$ cat config.mk
export PLATFORM = sky130hd
export DESIGN_NAME = stopwatch_bcd_display
export DESIGN_NICKNAME = d
export VERILOG_FILES = /design/src/rtl/stopwatch_pkg.sv /design/src/rtl/seg7_decoder.sv /design/src/rtl/stopwatch_bcd_display.sv
export SDC_FILE = /design/constraint.sdc
export NUM_CORES = 1
export LEC_CHECK = 0
export CAP_MARGIN = 20
export CORE_MARGIN = 2
export CORE_UTILIZATION = 53
export CTS_CLUSTER_DIAMETER = 30
export DETAILED_ROUTE_END_ITERATION = 10
export HOLD_SLACK_MARGIN = 0.03
export PLACE_DENSITY = 0.8
export SLEW_MARGIN = 20
export SYNTH_ARGS = -nofsm -noshare
export SYNTH_HDL_FRONTEND = slang
export SYNTH_SLANG_ARGS = --single-unit
$ cat constraint.sdc
create_clock -name i_clk -period 2.4 [get_ports i_clk]
set_input_delay 0.6 -clock i_clk [delete_from_list [all_inputs] [get_ports i_clk]]
set_output_delay 0.6 -clock i_clk [all_outputs]
set_load 0.05 [all_outputs]
$ cat src/rtl/stopwatch_pkg.sv
// Shared definitions for the BCD stopwatch: controller states, digit count
// and the active-low 7-segment patterns ({g..a}).
package stopwatch_pkg;

    localparam int NDIG = 4;

    typedef enum logic [1:0] {
        IDLE = 2'd0,
        RUN  = 2'd1,
        STOP = 2'd2
    } state_t;

    localparam logic [6:0] SEG_0     = 7'b1000000;
    localparam logic [6:0] SEG_1     = 7'b1111001;
    localparam logic [6:0] SEG_2     = 7'b0100100;
    localparam logic [6:0] SEG_3     = 7'b0110000;
    localparam logic [6:0] SEG_4     = 7'b0011001;
    localparam logic [6:0] SEG_5     = 7'b0010010;
    localparam logic [6:0] SEG_6     = 7'b0000010;
    localparam logic [6:0] SEG_7     = 7'b1111000;
    localparam logic [6:0] SEG_8     = 7'b0000000;
    localparam logic [6:0] SEG_9     = 7'b0010000;
    localparam logic [6:0] SEG_BLANK = 7'b1111111;

    // Active-low one-hot anode enable for a 2-bit digit select.
    function automatic logic [3:0] digitEnable(input logic [1:0] sel);
        return ~(4'b0001 << sel);
    endfunction

endpackage

$ cat src/rtl/seg7_decoder.sv
// Combinational BCD to active-low 7-segment decoder; non-BCD codes blank
// the digit.
module seg7_decoder
    import stopwatch_pkg::*;
(
    input  logic [3:0] i_bcd,
    output logic [6:0] o_seg
);

    always_comb begin
        o_seg = SEG_BLANK;
        case (i_bcd)
            4'd0:    o_seg = SEG_0;
            4'd1:    o_seg = SEG_1;
            4'd2:    o_seg = SEG_2;
            4'd3:    o_seg = SEG_3;
            4'd4:    o_seg = SEG_4;
            4'd5:    o_seg = SEG_5;
            4'd6:    o_seg = SEG_6;
            4'd7:    o_seg = SEG_7;
            4'd8:    o_seg = SEG_8;
            4'd9:    o_seg = SEG_9;
            default: o_seg = SEG_BLANK;
        endcase
    end

endmodule

$ cat src/rtl/stopwatch_bcd_display.sv
// 4-digit BCD stopwatch counting rising edges of a divided clock (sampled as
// data), with start/stop/clear control and a multiplexed active-low display.
module stopwatch_bcd_display
    import stopwatch_pkg::*;
#(
    parameter int SCAN_W = 16
) (
    input  logic        i_clk,
    input  logic        i_rst,
    input  logic        i_clk_div,
    input  logic        i_start_stop,
    input  logic        i_clear,
    output logic        o_running,
    output logic [15:0] o_bcd,
    output logic        o_overflow,
    output logic [3:0]  o_an,
    output logic [6:0]  o_seg,
    output logic        o_dp
);

    state_t              r_state;
    state_t              w_nextState;
    logic                r_running;
    logic [15:0]         r_bcd;
    logic                r_overflow;
    logic                r_clkDivQ;
    logic                w_tick;
    logic [15:0]         w_bcdInc;
    logic                w_carry;

    logic [SCAN_W-1:0]   r_scanCnt;
    logic [1:0]          w_sel;
    logic [3:0]          w_digit;
    logic [6:0]          w_segDecoded;
    logic [3:0]          r_an;
    logic [6:0]          r_seg;
    logic                r_dp;

    assign w_tick = i_clk_div & ~r_clkDivQ;

    always_comb begin
        w_nextState = r_state;
        if (i_clear) begin
            w_nextState = IDLE;
        end else if (i_start_stop) begin
            case (r_state)
                IDLE:    w_nextState = RUN;
                RUN:     w_nextState = STOP;
                STOP:    w_nextState = RUN;
                default: w_nextState = IDLE;
            endcase
        end
    end

    // Carry ripples through every digit in one cycle; w_carry out means 9999 wrapped.
    always_comb begin
        w_bcdInc = r_bcd;
        w_carry  = 1'b1;
        for (int d = 0; d < NDIG; d++) begin
            if (w_carry) begin
                if (r_bcd[d*4 +: 4] == 4'd9) begin
                    w_bcdInc[d*4 +: 4] = 4'd0;
                end else begin
                    w_bcdInc[d*4 +: 4] = r_bcd[d*4 +: 4] + 4'd1;
                    w_carry            = 1'b0;
                end
            end
        end
    end

    always_ff @(posedge i_clk) begin
        if (i_rst) begin
            r_state    <= IDLE;
            r_running  <= 1'b0;
            r_bcd      <= '0;
            r_overflow <= 1'b0;
            r_clkDivQ  <= 1'b0;
        end else begin
            r_state   <= w_nextState;
            r_running <= (w_nextState == RUN);
            r_clkDivQ <= i_clk_div;
            if (i_clear) begin
                r_bcd      <= '0;
                r_overflow <= 1'b0;
            end else if (w_tick && (r_state == RUN)) begin
                r_bcd <= w_bcdInc;
                if (w_carry) begin
                    r_overflow <= 1'b1;
                end
            end
        end
    end

    assign w_sel   = r_scanCnt[SCAN_W-1 -: 2];
    assign w_digit = r_bcd[{w_sel, 2'b00} +: 4];

    seg7_decoder u_decoder (
        .i_bcd (w_digit),
        .o_seg (w_segDecoded)
    );

    // Decimal point sits after the hundreds digit, giving an XX.XX readout.
    always_ff @(posedge i_clk) begin
        if (i_rst) begin
            r_scanCnt <= '0;
            r_an      <= 4'b1111;
            r_seg     <= SEG_BLANK;
            r_dp      <= 1'b1;
        end else begin
            r_scanCnt <= r_scanCnt + 1'b1;
            r_an      <= digitEnable(w_sel);
            r_seg     <= w_segDecoded;
            r_dp      <= (w_sel != 2'd2);
        end
    end

    assign o_running  = r_running;
    assign o_bcd      = r_bcd;
    assign o_overflow = r_overflow;
    assign o_an       = r_an;
    assign o_seg      = r_seg;
    assign o_dp       = r_dp;

endmodule

==> metrics.md <==
| Metric | Value |
|---|---|
| Outcome | complete, no violations |
| Crit path cell chain | clkdlybuf4s50_1 |
| Distinct cells, synth | 42 |
| Least-Margin Pin Slew | 0.5759 ns |
| Post-CTS setup buffers | 0 |
| Die width | 68.99 um |
| Via/cell ratio | 5.530 |
| Final total power | 1.543 mW |
| Die area | 0.004759 mm2 |
| CTS clk-pin slew, worst paths | 0.09 ns |
| Clock Latency Late Sink | 0.30 ns |
| Vias in the first global route | 1593 |
| Ys flop type | dfxtp_1 |
| Max Cap Viol | 0 |
| FILL cells | 334 |
| PwrDens | 563.8 mW/mm2 |
| Warnings, synthesis | 0 |
| Crit-path max cell delay | 0.86 ns |
| Met1 usage in global routing | 0.2573 |
| Mapped Nets | 256 |
| Root Driver | clkbuf_8 |
| Setup TNS | 0 ns |
| Grt total ovfl | 0 |
| Hpwl dp | 3070 um |
| Net Sw Frac | 0.2145 |
| Core Util, Final | 0.6792 |
| GRT Overall Usage | 0.2027 |
| Most common cell after layout, fill and taps aside | dfxtp_1 |
| Part of the power in registers | 0.529 |
| Cts hold-fix bufs | 0 |
| Antenna diodes | 0 |
| Clock Path Buffers | 2 |
| Relative slew slack | 0.6161 |
| Synth Register Bits | 48 |
| Largest net degree at the start of global routing | 27 |
| Post-Syn Area | 0.002238 mm2 |
| Fin crit share | 0.9441 |
| Hold Fails Final Rpt | 0 |
| Grt peak-use layer | met2 |
| Core Area | 0.004029 mm2 |
| DR WL/cell | 13.07 um |
| Placed cells | 322 |
| Resize count post-CTS | 0 |
| Setup violators final | 0 |
| F_max | 0.4413 GHz |
| Worst-path fanout max | 8 |
| First-pass GRT wire length | 7265 um |
| Most frequent cells in the layout | dfxtp_1, clkdlybuf4s50_1, nor2_1 |
| Mapped Cells | 245 |
| DRT iter0 DRCs | 87 |
| Post-synthesis sequential area ratio | 0.4293 |
| CP Data Arrival Time | 1.67 ns |
| Htree depth | 2 |
| RSZ-0062 raised after global routing | no |
| Die height | 68.99 um |
| Placed Area | 0.002610 mm2 |
| GR Layer Usage met3 | 0.04870 |
| Post-Syn Area per Cell | 9.136 um2 |
| Placement row count | 23 |
| Type of the tightest min-delay check | reg2reg |
| Final instance area | 0.002736 mm2 |
| Vias | 1825 |
| Critical path's slowest cell | clkdlybuf4s50_1 |
| Cts bufs inserted | 5 |
| Antenna-violating nets left | 0 |
| Fin crit period | 2.266 ns |
| Final Skew | 0.008976 ns |
| Place WS | 0.1190 ns |
| CTS Sinks | 48 |
| Lkg Pwr | 0.9819 nW |
| Post-synth EDFFs | 0 |
| Fin Hold WS | 0.4526 ns |
| Ports | 35 |
| Crit path max-delay family | buffers and inverters |
| Non-Filler Instances | 330 |
| Initial core utilization | 0.5556 |
| DRC violations left | 0 |
| Initial antenna violation count | 0 |
| M2 GR Usage | 0.3450 |
| CP required | 1.80 ns |
| Crit. End Element | primary output |
| Peak VDD IR | 316.6 uV |
| Share of cells above drive strength 1 | 0.07143 |
| Cell-internal power | 1.212 mW |
| Post-synth ARST share | 0 |
| Layout area overhead | 22.25% |
| CTS tree | done |
| Final worst slack | 0.1342 ns |
| WS Path Type | reg2out |
| Comb power frac | 0.059 |
| Slew Viols, Final | 0 |
| WP buf/inv | 1 |
| Switching power | 0.3310 mW |
| Clock power share | 0.412 |
| Routed WL | 4312 um |
| RD Place Congestion | 0.8057 |
| Buffers on Ports | 34 |
| Layout Nets | 290 |
| Initial DRT Pass Iterations | 4 |
| Worst Setup Start Kind | register |
[power groups by stage]
| stage | Combinational (mW) | Sequential (mW) | Clock (mW) |
|---|---|---|---|
| final | 0.0911 | 0.816 | 0.635 |
| after global routing | 0.0990 | 0.819 | 0.670 |
| after CTS | 0.0919 | 0.817 | 0.639 |
| after detailed placement | 0.0918 | 0.835 | 0 |
| after global placement | 0.0904 | 0.835 | 0 |
| after floorplan | 0.0340 | 0.861 | 0 |
[metal layers]
metal | share of wire | wire [um]
met2 | 0.48 | 2061
met3 | 0.048 | 208
met4 | 0.0095 | 41
met1 | 0.46 | 2001
met5 | 0 | 0
[synthesized netlist by cell type (2+ instances only)]
cell	number	area [um2]
nand2_1	14	52.55
or3_1	6	37.54
ha_1	6	75.07
nor2b_1	10	62.56
xnor2_1	8	70.07
nor2_1	24	90.09
o31ai_1	4	30.03
buf_6	2	22.52
nand3b_1	2	15.01
mux4_2	4	90.09
buf_4	2	15.01
and3_1	5	31.28
mux2i_1	4	40.04
and4bb_1	3	37.54
a31o_1	3	26.28
or4_1	2	15.01
nor3_1	2	10.01
nand4_1	6	37.54
o21ai_1	11	55.05
nand2b_1	7	43.79
a21oi_1	19	95.09
or2_1	2	12.51
clkbuf_1	7	26.28
inv_1	12	45.04
a31oi_1	2	12.51
xor2_1	4	35.03
dfxtp_1	48	960.9
nor4_1	5	31.28
nand3_1	8	40.04
[worst paths after layout]
| path | endpoint | start | cells past startpoint | slack [ns] |
|---|---|---|---|---|
| min | o_overflow$_SDFFE_PP0P_ | o_overflow$_SDFFE_PP0P_ | 2 | 0.45 |
| min reg2reg | o_overflow$_SDFFE_PP0P_ | o_overflow$_SDFFE_PP0P_ | 2 | 0.45 |
| max reg2reg | o_seg[4]$_SDFF_PP1_ | r_scanCnt[14]$_SDFF_PP0_ | 6 | 0.45 |
| max | o_bcd[9] | o_bcd[9]$_SDFFE_PP0P_ | 1 | 0.13 |
[cell families (layout without fill, tap and decap cells)]
| group | after synthesis | count (layout) | share of synthesized area |
|---|---|---|---|
| adders and majority gates | 6 | 6 | 0.03354 |
| DFF | 48 | 48 | 0.4293 |
| muxes | 8 | 8 | 0.05814 |
| and+or+nand+nor | 101 | 101 | 0.2532 |
| xor gates and xnor gates | 12 | 12 | 0.04695 |
| buffers and inverters | 24 | 59 | 0.05086 |
| AOI/OAI and AO/OA | 46 | 46 | 0.1280 |
[cell type report]
cell class,instances,area [um2],share of cell area
repair buffers,39,377.9,0.1381
flip-flops and latches,48,960.9,0.3512
clock buffers,7,96.34,0.03521
multi-input cells,173,1164,0.4252
clock inverters,1,30.03,0.01097
inverters,12,45.04,0.01646
well taps,50,62.56,0.02286
[state kept, by name, summed over array words and instances, names as in the netlist]
name / cells
o_an: 3
r_scanCnt: 16
o_dp: 1
r_clkDivQ: 1
o_bcd: 16
o_running: 1
o_overflow: 1
r_state: 2
o_seg: 7
Power figures use the tool's default switching activity.
